--- src/rtl/equal_search.sv ---
// equal_search: linear search for a 4-bit target over candidates 0..limit.
// One candidate is compared per SEARCH cycle. The search stops on the first
// match, or on a miss once the candidate reaches the latched limit. The
// found/result/steps outputs hold the outcome until the next accepted start.
module equal_search (
    input  logic       clk,
    input  logic       reset,
    input  logic       start,
    input  logic [3:0] target,
    input  logic [3:0] limit,
    output logic       ready,
    output logic       busy,
    output logic       done,
    output logic       found,
    output logic [3:0] result,
    output logic [4:0] steps
);

    typedef enum logic [1:0] {
        IDLE   = 2'd0,
        SEARCH = 2'd1,
        DONE   = 2'd2
    } state_t;

    state_t     state;
    logic [3:0] cand;
    logic [3:0] tgt_q;
    logic [3:0] lim_q;
    logic       match;

    // Equality as an AND-reduced bitwise XNOR of candidate and latched target
    assign match = &(cand ~^ tgt_q);

    // Status flags come straight from the registered state, so exactly one is high
    assign ready = (state == IDLE);
    assign busy  = (state == SEARCH);
    assign done  = (state == DONE);

    // Search controller; the match test is checked before the limit test so that
    // target == limit reports a hit, and cand only advances while below lim_q
    always_ff @(posedge clk or posedge reset) begin
        if (reset) begin
            state  <= IDLE;
            cand   <= 4'd0;
            tgt_q  <= 4'd0;
            lim_q  <= 4'd0;
            found  <= 1'b0;
            result <= 4'd0;
            steps  <= 5'd0;
        end else begin
            case (state)
                IDLE: begin
                    if (start) begin
                        tgt_q  <= target;
                        lim_q  <= limit;
                        cand   <= 4'd0;
                        found  <= 1'b0;
                        result <= 4'd0;
                        steps  <= 5'd0;
                        state  <= SEARCH;
                    end
                end
                SEARCH: begin
                    steps <= steps + 5'd1;
                    if (match) begin
                        found  <= 1'b1;
                        result <= cand;
                        state  <= DONE;
                    end else if (cand == lim_q) begin
                        found  <= 1'b0;
                        result <= lim_q;
                        state  <= DONE;
                    end else begin
                        cand <= cand + 4'd1;
                    end
                end
                DONE: begin
                    state <= IDLE;
                end
                default: begin
                    state <= IDLE;
                end
            endcase
        end
    end

endmodule

--- config.mk ---
export PLATFORM = sky130hd
export DESIGN_NAME = equal_search
export DESIGN_NICKNAME = d
export VERILOG_FILES = /design/src/rtl/equal_search.sv
export SDC_FILE = /design/constraint.sdc
export NUM_CORES = 1
export LEC_CHECK = 0
export BUFFER_PORTS_ARGS = -buffer_cell sky130_fd_sc_hd__buf_4
export CAP_MARGIN = 20
export CELL_PAD_IN_SITES_DETAIL_PLACEMENT = 0
export CELL_PAD_IN_SITES_GLOBAL_PLACEMENT = 1
export CORE_AREA = 2 2 50 64
export CTS_CLUSTER_SIZE = 25
export DETAILED_ROUTE_END_ITERATION = 6
export DIE_AREA = 0 0 52 66
export PLACE_DENSITY = 0.89
export SYNTH_ARGS = -nofsm -noshare
export SYNTH_HDL_FRONTEND = slang
export SYNTH_SLANG_ARGS = --single-unit
--- constraint.sdc ---
create_clock -name clk -period 5.6 [get_ports clk]
set_clock_uncertainty 0.2 [all_clocks]
set_input_delay 0.28 -clock clk [delete_from_list [all_inputs] [get_ports clk]]
set_output_delay 0.28 -clock clk [all_outputs]
set_load 0.02 [all_outputs]
* Word-level counts from Yosys, hierarchy flattened *
Cells that the tools add are included.

cells by class
  bitwise logic cells = 1
  shifts and indexed selects = 0
  mux-type cells = 17
  reduce and logical (&&, ||, !) cells = 8
  multipliers = 0
  order comparisons = 0
  divide/modulo/power cells = 0
  $add $sub $neg = 2
  equality and inequality tests = 7

operators by type and width
  cell                 count
  $mux 4               5
  $pmux 4 s2           2
  $pmux 5 s2           1
  $reduce_and 4->1     2
  $mux 2               3
  $ne 2x2->1 const B   3
  $reduce_and 2->1     3
  $add 5x1->5 const B  1
  $mux 5               1
  $add 4x1->4 const B  1
  $eq 4x4->1           1
  $pmux 2 s2           1
  $xnor 4x4->4         1
  $mux 1               3
  $ne 3x1->1 const B   1
  $reduce_and 3->1     1
  $eq 2x1->1 const B   1
  $eq 2x2->1 const B   1
  $logic_not 2->1      1
  $pmux 1 s2           1
  $reduce_bool 2->1    1

storage, ports and cells
  register bits = 24
  bits in writable memories = 0
  memory bits (read-only) = 0
  memories = 0
  input port bits = 11
  output and inout bits = 13
  logic and storage cells = 42
  bits in latches = 0

* Longest topological paths before layout *
Gate-level depths: netlist of the first run.

  depth in word-level cells = 4
  gate-level depth with buffers = 7
  mapped depth without buffers = 5

* Worst setup path after synthesis of the first run *
No wires, ideal clock.

  kind = reg-to-reg
  start point = register state[1]
  end point = register steps[3]
  arrival = 1.482 ns
  clock period less this slack = 1.816 ns
  slack = 3.784 ns
  setup time = 0.134 ns
  stages on the path, launching flop included = 8
  required time = 5.266 ns
  buffers on the path = 2
  cells stage by stage = dfrtp_1 > nand2b_1 > clkbuf_1 > inv_2 > clkbuf_1 > nand4_1 > nand3_1 > o21ai_0

between the ends
  longest elaborated chain between the ends = 3
  elaborated cells between the ends (all ways) = 6
  classes of those cells = eq/ne: 2; mux: 1; reduce/logical: 3

ends and longest elaborated chain
  what                                line  RTL
  start: declaration                  25    state_t state;
  start signal: assignment            43    state <= IDLE;
  start signal: assignment            60    state <= SEARCH;
  start signal: assignment            68    state <= DONE;
  $eq 2x1->1 (*)                      --
  net busy                            12    output logic busy,
  $reduce_bool 2->1 (no source line)  --
  $reduce_and 2->1 (no source line)   --
  end signal: assignment              64    steps <= steps + 5'd1;
  end: declaration                    16    output logic [4:0] steps

Mark *: on every way through the listed nets, which the timed path passes. The rest lies on a longest branch.
A chain may end at the register's enable or synchronous reset.

* Worst setup path in the final report of the first run *
  start point = register state[1]
  end point = register result[1]

between the ends
  longest elaborated chain between the ends = 3
  elaborated cells between the ends (all ways) = 7
  classes of those cells = eq/ne: 3; mux: 1; reduce/logical: 3

ends and longest elaborated chain
  what                                                 line  RTL
  $eq 2x1->1 or $logic_not 2->1 (tied branches)        51    case (state)
  $ne 3x1->1 (no source line) (tied with other cells)  --
  $reduce_and 3->1 (no source line)                    --
  end signal: assignment                               67    result <= cand;
  end signal: assignment                               71    result <= lim_q;
  end: declaration                                     15    output logic [3:0] result,

Several ways; a longest one is shown, not always the timed one.

==> run_results.csv, run 1 <==
group,metric,value,unit
global_route,antenna_found_initial,0,
worst_setup_path,startpoint_type,"flip-flop",
global_route,total_grt_usage,16.8,%
cells_and_area,final_cell_count_no_fill,175,
timing,worst_slew_pin_slew,895,ps
yosys,primary_flip_flop_cell_chosen_by_synthesis_mapping,"dfrtp_1",
drt,routed_via_density,5.47,
outcome,outcome,"finished, final reports clean",
timing,slew_violations,0,
yosys,synth.top_cells.by_area,"dfrtp_1 50%, xnor2_1 5.9%, mux2_2 5.6%",
floorplan,fp.dieH,66,um
cts,cts_htree_levels,1,
cells_and_area,layout.filler_cells,249,
yosys,syn_area_per_cell,10.9,um2
power_and_ir_drop,leakage,0.669,nW
worst_setup_path,regToRegStartpoint,"state[1]$_DFFE_PP0P_",
timing,worst_slew_margin_rel,40.2,%
yosys,yosysUniqueCellTypes,32,
power_and_ir_drop,p_int,508,uW
timing,finalSetupViolations,0,
drt,num_vias,958,
yosys,synthXorXnorAreaFrac,5.86,%
timing,max_freq,507,MHz
worst_hold_path,worstHoldStart,"start",
cells_and_area,multi_input_area,544,um2
worst_setup_path,rrSetupSlack,3630,ps
worst_setup_path,crit_path_end_kind,"flip-flop",
place,place_hpwl,1820,um
timing,tns,0,ps
yosys,synth_nets,123,
yosys,synth_fa_ha_area_share,2.09,%
power_and_ir_drop,p_seq_share,38.5,%
worst_setup_path,critPathArrivalTime,1990,ps
floorplan,num_rows,22,
floorplan,design.portCount,24,
yosys,combinational_family_with_the_most_area_after_synthesis,"simple AND/OR/NAND/NOR gates",
cts,cts-resized-gates,0,
yosys,flop_and_latch_count_out_of_synthesis,24,
power_and_ir_drop,comb_power_share,51.3,%
yosys,netlist_top_cells_count,"24 x dfrtp_1, 9 x a21oi_1, 8 x xnor2_1",
cells_and_area,finish.net_count,153,
cts,cts_sinks,24,
drt,drc,0,
global_route,grt_first_pass_wirelength,4340,um
cts,clkTransAtPathRegs,130,ps
timing,grt_setup_unrepaired,"no",
worst_hold_path,worst_hold_check_path_type,"in -> reg",
floorplan,design.die.area,3430,um2
cts,cts_buffers,3,
worst_setup_path,timing_worst_setup_path_type,"reg -> reg",
cells_and_area,num_antenna_cells,0,
yosys,synthSimpleGateAreaFrac,14.3,%
timing,hold_viol_final,0,
power_and_ir_drop,worst_ir_drop_vdd,0.244,mV
yosys,async_reset_ff_share,100,%
floorplan,starting_density_of_the_core,42.2,%
cells_and_area,register_area,601,um2
cells_and_area,synthToLayoutAreaGrowth,25.7,%
timing,timing.final.crit_period,1970,ps
place,io_buffers,23,
floorplan,die_w,52,um
yosys,post_synth_instance_area,1200,um2
cts,post_cts_buffers,0,
place,place.detailed.instances,162,
yosys,synth-compound-area-share,14.0,%
power_and_ir_drop,total_switching_power,379,uW
place,finalWeightedCongestion,0.844,
yosys,synth-edff-count,0,
flow_run,cap_viol_max_count,0,
yosys,muxShareOfSynthArea,9.21,%
worst_setup_path,maximum_fanout_count_along_the_critical_path,12,
drt,first_pass_iters,4,
worst_setup_path,timing.critical_path.from,"state[1]$_DFFE_PP0P_",
global_route,global_route_congestion_overflow_total,0,
cells_and_area,drive_above_1_share,25.9,%
drt,detail_route.wl_per_cell,14.6,um
power_and_ir_drop,power-per-cell-area,590,nW/um2
worst_setup_path,worstPathRequired,5620,ps
cts,cts_root_buf,"clkbuf_4",
power_and_ir_drop,clockPowerShare,10.2,%
yosys,synth-warning-count,0,
yosys,synth_largest_area_cell,"dfrtp_1",
yosys,synth_top_area_share,50.2,%
power_and_ir_drop,netSwitchingFraction,42.7,%
yosys,yosysMostFrequentCell,"dfrtp_1",
global_route,grt_max_degree,25,
cts,clk_path_buf_depth,2,
drt,detail_route.iter0.violations,10,
drt,ant_nets,0,
yosys,syn-instance-count,110,
yosys,sequential_fraction_of_the_synthesis_area,50.2,%
global_route,number_of_global_route_vias_before_repair,975,
timing,layout_worst_path_cycle_share,35.2,%
drt,postRouteWirelength,2550,um
cts,skew_pair_late_insertion_delay,310,ps
floorplan,fp.coreArea,2840,um2
cts,tritoncts,"done",
-- registers in the layout, summed over array words and instances (netlist names) --
register / count
cand: 4
found: 1
lim_q: 4
result: 4
state: 2
steps: 5
tgt_q: 4
-- cells by family after synthesis --
| group | count (synthesis) |
|---|---|
| compound gates | 24 |
| flops | 24 |
| xor+xnor | 8 |
| fa+ha+maj | 2 |
| simple gates | 31 |
| mux | 10 |
| buf+inv | 11 |
-- worst max-delay path, stage by stage (launching register included) --
cell	delay, ps
dfrtp_1	430
nand2b_1	290
inv_2	230
nand3_1	350
o221a_1	380
-- metal layers --
| layer | share of wire, % | GRT usage (%) |
|---|---|---|
| met4 | 1.9 | 7.57 |
| met1 | 43 | 19.2 |
| met5 | 0 | 0 |
| met2 | 51 | 30.2 |
| met3 | 3.6 | 2.49 |
-- what timing repair did --
| item | in CTS | in global routing |
|---|---|---|
| setup endpoints to repair | 0 | 0 |
| hold endpoints to repair | 32 | 0 |
| hold buffers | 9 | 0 |
-- layout by cell type, fill, tap and decap left out, types with 2 or more instances in the layout --
master	n
clkbuf_4	3
nand4_1	4
o21ai_0	5
mux2_2	6
inv_1	3
xnor2_1	8
nor2_1	5
mux2_1	2
nand3_1	6
buf_4	23
a21oi_1	9
dfrtp_1	24
mux2i_1	2
nand2_1	7
ha_1	2
o221a_1	4
dlygate4sd3_1	9
nand2b_1	2
-- cell type report --
| type | instances | area share, % |
|---|---|---|
| flip-flops and latches | 24 | 39.9 |
| well taps | 36 | 3.00 |
| repair buffers | 32 | 17.5 |
| clock buffers | 4 | 2.41 |
| inverters | 4 | 0.998 |
| multi-input cells | 75 | 36.2 |
-- per-stage QoR --
stage	hold WS, ps	utilization, %	cell area (um2)	setup slack, ps	power [mW]
2_1_floorplan	94.6	-	1200	3780	0.670
3_3_place_gp	287	48.6	1380	3720	0.779
3_5_place_dp	299	48.6	1380	3650	0.797
4_1_cts	187	53.0	1500	3620	0.893
5_1_grt	202	53.0	1500	3510	0.959
6_report	194	53.0	1500	3630	0.887
-- final timing paths --
check                                        endpoint  depth (start not counted)
worst max-delay path            result[1]$_DFFE_PP0P_                          4
worst min register to register   steps[4]$_DFFE_PP0P_                          1
max in group asynchronous        steps[1]$_DFFE_PP0P_                          3
worst max register to register  result[1]$_DFFE_PP0P_                          4
worst min-delay path             steps[0]$_DFFE_PP0P_                          4
min in group asynchronous         cand[3]$_DFFE_PP0P_                          3
-- power by group through the flow --
| stage | Combinational [mW] | Sequential [mW] | Clock, mW |
|---|---|---|---|
| global route | 0.506 | 0.354 | 0.0985 |
| CTS | 0.459 | 0.342 | 0.0930 |
| finish | 0.455 | 0.341 | 0.0907 |
| detailed placement | 0.451 | 0.345 | 0 |
| floorplan | 0.322 | 0.349 | 0 |
| global placement | 0.438 | 0.341 | 0 |
No activity file was read; power rests on OpenSTA's default activity.
==> inputs of run 2 (changes only) <==
--- a/config.mk
+++ b/config.mk
@@ -9,11 +9,11 @@
 export CAP_MARGIN = 20
 export CELL_PAD_IN_SITES_DETAIL_PLACEMENT = 0
 export CELL_PAD_IN_SITES_GLOBAL_PLACEMENT = 1
-export CORE_AREA = 2 2 50 64
+export CORE_AREA = 2 2 54 69
 export CTS_CLUSTER_SIZE = 25
 export DETAILED_ROUTE_END_ITERATION = 6
-export DIE_AREA = 0 0 52 66
-export PLACE_DENSITY = 0.89
+export DIE_AREA = 0 0 56 71
+export PLACE_DENSITY = 0.81
 export SYNTH_ARGS = -nofsm -noshare
 export SYNTH_HDL_FRONTEND = slang
 export SYNTH_SLANG_ARGS = --single-unit
==> constraint.sdc (replaced) <==
create_clock -name clk -period 1.7 [get_ports clk]
set_clock_uncertainty 0.2 [all_clocks]
set_input_delay 0.085 -clock clk [delete_from_list [all_inputs] [get_ports clk]]
set_output_delay 0.085 -clock clk [all_outputs]
set_load 0.02 [all_outputs]
==> run 2 against run 1 <==
The flow now finishes with violations (setup timing). Via count is 5.9% higher. Cell area rose by 16%. Die area increased by 16%. Global-route usage down 1.4 points. Cell count is 13% higher. Combinational power rose to 4.6 times the previous value. Register-to-register slack worse by 3700 ps. Maximum frequency is 11% higher. Sequential share of layout area fell by 5.3 points. Clock power rose to 4.3 times the previous value. Count of clock-buffer cells in the layout stayed put.
==> run_results.csv, run 2 (synthesis gave the netlist of run 1 again) <==
group,metric,value,unit
outcome,outcome,"finished with violations",
outcome,violations_in_the_final_reports,"setup timing",
cts,cts_buffers,3,
timing,grt_setup_unrepaired,"yes",
timing,timing.hold.ws,73.1,ps
cells_and_area,finish.net_count,173,
drt,first_pass_iters,4,
global_route,number_of_global_route_vias_before_repair,1022,
cells_and_area,leading_cell_type_in_the_layout_fill_and_taps_excluded,"buf_4",
cells_and_area,drive_above_1_share,42.8,%
global_route,antenna_found_initial,0,
timing,worst_slew_margin_rel,79.2,%
place,finalWeightedCongestion,0.901,
power_and_ir_drop,power,3.59,mW
power_and_ir_drop,leakage,0.812,nW
cts,tritoncts,"done",
global_route,grt_first_pass_wirelength,4780,um
cells_and_area,layout.filler_cells,310,
place,io_buffers,23,
worst_setup_path,crit_path_end_kind,"flip-flop",
worst_setup_path,startpoint_type,"flip-flop",
timing,max_freq,564,MHz
power_and_ir_drop,clockPowerShare,10.9,%
cells_and_area,mostFrequentLayoutCells,"41 x buf_4, 20 x dfrtp_1, 9 x a21oi_1, 9 x dlygate4sd3_1, 7 x nand2_1",
power_and_ir_drop,p_seq_share,31.2,%
floorplan,num_rows,24,
floorplan,fp.coreArea,3360,um2
worst_setup_path,crit_path_cell_trace,"xnor2_2, nand4_1, or3_4, o221a_1",
worst_setup_path,timing_worst_setup_path_type,"reg -> reg",
drt,ant_nets,0,
timing,slew_violations,0,
cts,cts_htree_levels,1,
worst_setup_path,critical-path-slowest-cell,"dfrtp_2",
place,place_hpwl,2020,um
cts,cts_root_buf,"clkbuf_8",
drt,detail_route.iter0.violations,8,
cells_and_area,largest_register,"steps",
worst_setup_path,critPathArrivalTime,1730,ps
cts,skew_pair_late_insertion_delay,270,ps
power_and_ir_drop,worst_ir_drop_vdd,1.19,mV
floorplan,design.portCount,24,
floorplan,fp.dieH,71,um
global_route,global_route_congestion_overflow_total,0,
power_and_ir_drop,netSwitchingFraction,39.7,%
global_route,grt_max_degree,25,
flow_run,cap_viol_max_count,0,
power_and_ir_drop,power-per-cell-area,2050,nW/um2
drt,routed_via_density,5.13,
cells_and_area,register_area,606,um2
cells_and_area,final_cell_area,1750,um2
worst_setup_path,maximum_fanout_count_along_the_critical_path,5,
timing,hold_viol_final,0,
power_and_ir_drop,comb_power_share,57.9,%
global_route,total_grt_usage,15.4,%
floorplan,design.die.area,3980,um2
cells_and_area,num_antenna_cells,0,
cells_and_area,synthToLayoutAreaGrowth,46.3,%
worst_setup_path,worst_path_largest_cell_delay,470,ps
power_and_ir_drop,p_int,2.17,mW
cells_and_area,flip_flop_count_of_the_largest_register_after_layout,5,
worst_setup_path,worstPathRequired,1660,ps
power_and_ir_drop,total_switching_power,1.43,mW
worst_hold_path,worst_hold_check_path_type,"in -> reg",
floorplan,die_w,56,um
timing,finalSetupViolations,5,
floorplan,starting_density_of_the_core,35.6,%
timing,layout_worst_path_cycle_share,104,%
place,dpl-instance-area,1540,um2
drt,drc,0,
cts,cts_sinks,24,
drt,postRouteWirelength,2800,um
drt,detail_route.wl_per_cell,14.2,um
place,placement.setup.worst_slack,-112,ps
cts,clkTransAtPathRegs,90,ps
timing,worst_slew_pin_slew,308,ps
drt,num_vias,1015,
cells_and_area,multi_input_area,597,um2
timing,timing.final.crit_period,1770,ps
timing,worst_slack,-73.3,ps
cts,clk_path_buf_depth,2,
## run 2: final timing paths
check / start / to / slack [ps] / cells after the start
hold reg to reg: steps[4]$_DFFE_PP0P_ / steps[4]$_DFFE_PP0P_ / 300 / 1
max in group asynchronous: reset / cand[1]$_DFFE_PP0P_ / 840 / 4
setup / recovery: cand[2]$_DFFE_PP0P_ / result[3]$_DFFE_PP0P_ / -70 / 4
hold / removal: start / steps[0]$_DFFE_PP0P_ / 70 / 5
setup reg to reg: cand[2]$_DFFE_PP0P_ / result[3]$_DFFE_PP0P_ / -70 / 4
min in group asynchronous: reset / steps[2]$_DFFE_PP0P_ / 200 / 4
## run 2: stage by stage
step	TNS [ps]	instances	util [%]
finish	-298	198	52.0
global route	-558	198	52.0
CTS	-172	198	51.7
detailed placement	-512	183	45.9
global placement	-182	183	45.9
floorplan	-357	110	-
## run 2: cell type report
type                       instances  area share (%)
sequential                        24            34.6
multi-input combinational         75            34.1
timing repair buffer              52            24.5
clock buffer                       4            3.15
tap                               39            2.79
inverter                           4           0.858
## run 2: worst max-delay path: cells and delay by family, from the launching register on
| family | cells | cell delay, ps |
|---|---|---|
| AO/OA/AOI/OAI | 1 | 230 |
| flip-flops | 1 | 470 |
| AND/OR/NAND/NOR | 2 | 560 |
| XOR/XNOR | 1 | 180 |
## run 2: power groups by stage
stage	Combinational (mW)	Clock [mW]	Sequential (mW)
2_1_floorplan	1.12	0	1.16
3_3_place_gp	1.85	0	1.08
3_5_place_dp	1.91	0	1.09
4_1_cts	2.04	0.396	1.12
5_1_grt	2.26	0.423	1.16
6_report	2.08	0.392	1.12
## run 2: per-layer routing
metal	up-vias	share of wire (%)	track usage [%]
met1	498	41	18.2
met5	-	0	0
li1	497	-	-
met3	5	2.4	2.38
met2	15	55	27.2
met4	0	1.7	7.14
## run 2: what timing repair did
item	CTS	global route
setup buffers	2	0
hold buffers	9	0
hold endpoints to repair	32	0
pin swaps	6	3
endpoints found under the setup margin	5	9
gates resized for setup	7	5
==> inputs of run 3 (changes only) <==
--- a/config.mk
+++ b/config.mk
@@ -9,11 +9,11 @@
 export CAP_MARGIN = 20
 export CELL_PAD_IN_SITES_DETAIL_PLACEMENT = 0
 export CELL_PAD_IN_SITES_GLOBAL_PLACEMENT = 1
-export CORE_AREA = 2 2 54 69
+export CORE_AREA = 2 2 52 66
 export CTS_CLUSTER_SIZE = 25
 export DETAILED_ROUTE_END_ITERATION = 6
-export DIE_AREA = 0 0 56 71
-export PLACE_DENSITY = 0.81
+export DIE_AREA = 0 0 54 68
+export PLACE_DENSITY = 0.84
 export SYNTH_ARGS = -nofsm -noshare
 export SYNTH_HDL_FRONTEND = slang
 export SYNTH_SLANG_ARGS = --single-unit
==> constraint.sdc (replaced) <==
create_clock -name clk -period 2 [get_ports clk]
set_clock_uncertainty 0.2 [all_clocks]
set_input_delay 0 -clock clk [delete_from_list [all_inputs] [get_ports clk]]
set_output_delay 0 -clock clk [all_outputs]
set_load 0.02 [all_outputs]
==> run 3 against run 2 <==
The flow now finishes without violations. Worst setup slack gained 180 ps. Largest cell class unchanged. Flip-flop and latch count did not move. Power down 28%. Combinational power is 36% lower. Maximum frequency is 6.5% lower. Via count down 5.3%. Cell area down 11%. Count of clock-buffer cells in the layout is 1 lower.
==> run_results.csv, run 3 (synthesis gave the netlist of run 1 again) <==
group,metric,value,unit
outcome,outcome,"finished, final reports clean",
cts,tritoncts,"done",
place,place.detailed.instances,167,
timing,layout_worst_path_cycle_share,94.8,%
cells_and_area,leading_cell_type_in_the_layout_fill_and_taps_excluded,"buf_4",
cts,skew_pair_late_insertion_delay,270,ps
cells_and_area,flip_flop_count_of_the_largest_register_after_layout,5,
cells_and_area,final_cell_area,1550,um2
power_and_ir_drop,power,2.57,mW
global_route,global_route_congestion_overflow_total,0,
worst_setup_path,critical-path-slowest-cell,"dfrtp_1",
timing,worst_slew_pin_slew,456,ps
floorplan,die_w,54,um
timing,timing.final.crit_period,1900,ps
floorplan,fp.dieH,68,um
power_and_ir_drop,leakage,0.693,nW
cells_and_area,synthToLayoutAreaGrowth,29.6,%
place,io_buffers,23,
timing,slew_violations,0,
cts,clk_path_buf_depth,2,
global_route,grt_max_degree,25,
drt,detailroute.wirelength.met3,89,um
global_route,grt_first_pass_wirelength,4290,um
drt,detail_route.iter0.violations,25,
floorplan,fp.coreArea,3110,um2
drt,drc,0,
cells_and_area,final_cell_count_no_fill,180,
floorplan,design.portCount,24,
worst_setup_path,crit_path_cell_trace,"xnor2_1, nand4_1, or3_4, o221a_1",
timing,max_freq,527,MHz
worst_setup_path,critical-path-top-delay-family,"simple AND/OR/NAND/NOR gates",
worst_setup_path,critPathArrivalTime,1850,ps
worst_setup_path,worstPathRequired,1950,ps
place,place_hpwl,1840,um
worst_setup_path,crit_path_end_kind,"flip-flop",
cts,cts_root_buf,"clkbuf_8",
drt,first_pass_iters,4,
power_and_ir_drop,worst_ir_drop_vdd,0.936,mV
global_route,total_grt_usage,16.5,%
timing,worst_slew_margin_rel,69.5,%
global_route,number_of_global_route_vias_before_repair,932,
timing,grt_setup_unrepaired,"no",
cells_and_area,mostFrequentLayoutCells,"27 x buf_4, 24 x dfrtp_1, 10 x dlygate4sd3_1",
floorplan,design.die.area,3670,um2
worst_setup_path,worst_path_largest_cell_delay,470,ps
drt,ant_nets,0,
place,dpl-instance-area,1410,um2
power_and_ir_drop,power-per-cell-area,1660,nW/um2
cts,clkTransAtPathRegs,80,ps
flow_run,cap_viol_max_count,0,
cts,cts_buffers,3,
drt,wl_met1,1070,um
drt,wl_met2,1280,um
worst_setup_path,timing_worst_setup_path_type,"reg -> reg",
timing,tns,0,ps
worst_setup_path,crit_buf_inv,0,
drt,detail_route.wl_per_cell,14.0,um
drt,routed_via_density,5.34,
cts,cts_htree_levels,1,
worst_setup_path,startpoint_type,"flip-flop",
drt,topRoutingLayerUsed,"met4",
place,finalWeightedCongestion,0.882,
cts,cts_sinks,24,
timing,hold_viol_final,0,
cells_and_area,num_antenna_cells,0,
floorplan,num_rows,23,
worst_setup_path,maximum_fanout_count_along_the_critical_path,7,
drt,num_vias,961,
cts,post_cts_buffers,0,
global_route,antenna_found_initial,0,
timing,finalSetupViolations,0,
floorplan,starting_density_of_the_core,38.5,%
worst_hold_path,worst_hold_check_path_type,"in -> async",
cells_and_area,drive_above_1_share,27.3,%
drt,postRouteWirelength,2510,um
cells_and_area,largest_register,"steps",
cells_and_area,finish.net_count,158,
## run 3: cell types whose count changed in the layout (fill, tap and decap cells not counted), sizes merged
cell,before,now
dlygate4sd3,9,10
buf,43,27
clkbuf,4,3
## run 3: worst min-delay path, stage by stage
cell and delay [ps]:
dlygate4sd3_1 530, buf_4 130, inv_1 40, buf_4 290
## run 3: final cells by class
type	count	area (um2)
Fill cell	297	1560
Sequential cell	24	601
Multi-Input combinational cell	75	544
Timing Repair Buffer	37	303
Tap cell	37	46.3
Clock buffer	3	41.3
Inverter	4	15.0
## run 3: stage by stage
| stage | worst slack [ps] | util [%] | hold slack [ps] |
|---|---|---|---|
| final | 104 | 49.9 | 122 |
| after global routing | 37.2 | 49.9 | 157 |
| after CTS | 112 | 49.9 | 137 |
| after detailed placement | 150 | 45.3 | -129 |
| after global placement | 224 | 45.3 | -134 |
| after floorplan | 184 | - | -185 |
## run 3: layer usage
metal	up-vias	global-route usage (%)
met5	-	0
met4	0	10.3
met3	5	1.31
met2	27	27.0
met1	462	20.7
li1	467	-
## run 3: timing repair
action | 4_1_cts | 5_1_grt
hold buffers | 10 | 0
resized for setup | 0 | 0
hold endpoints to repair | 33 | 0
## run 3: worst paths after layout
check                                          start                    end  slack, ps  depth (start not counted)
worst max-delay path             cand[2]$_DFFE_PP0P_  result[2]$_DFFE_PP0P_        100                          4
worst min-delay path                           reset    cand[2]$_DFFE_PP0P_        120                          4
worst max register to register   cand[2]$_DFFE_PP0P_  result[2]$_DFFE_PP0P_        100                          4
worst min register to register  steps[4]$_DFFE_PP0P_   steps[4]$_DFFE_PP0P_        300                          1
max in group asynchronous                      reset   tgt_q[1]$_DFFE_PP0P_       1240                          4
min in group clk                           target[2]   tgt_q[2]$_DFFE_PP0P_        270                          3
## run 3: where the power goes
part	switching, mW	internal, mW
Sequential	0.238	0.710
Clock	0.147	0.135
Combinational	0.699	0.643
Total	1.08	1.49
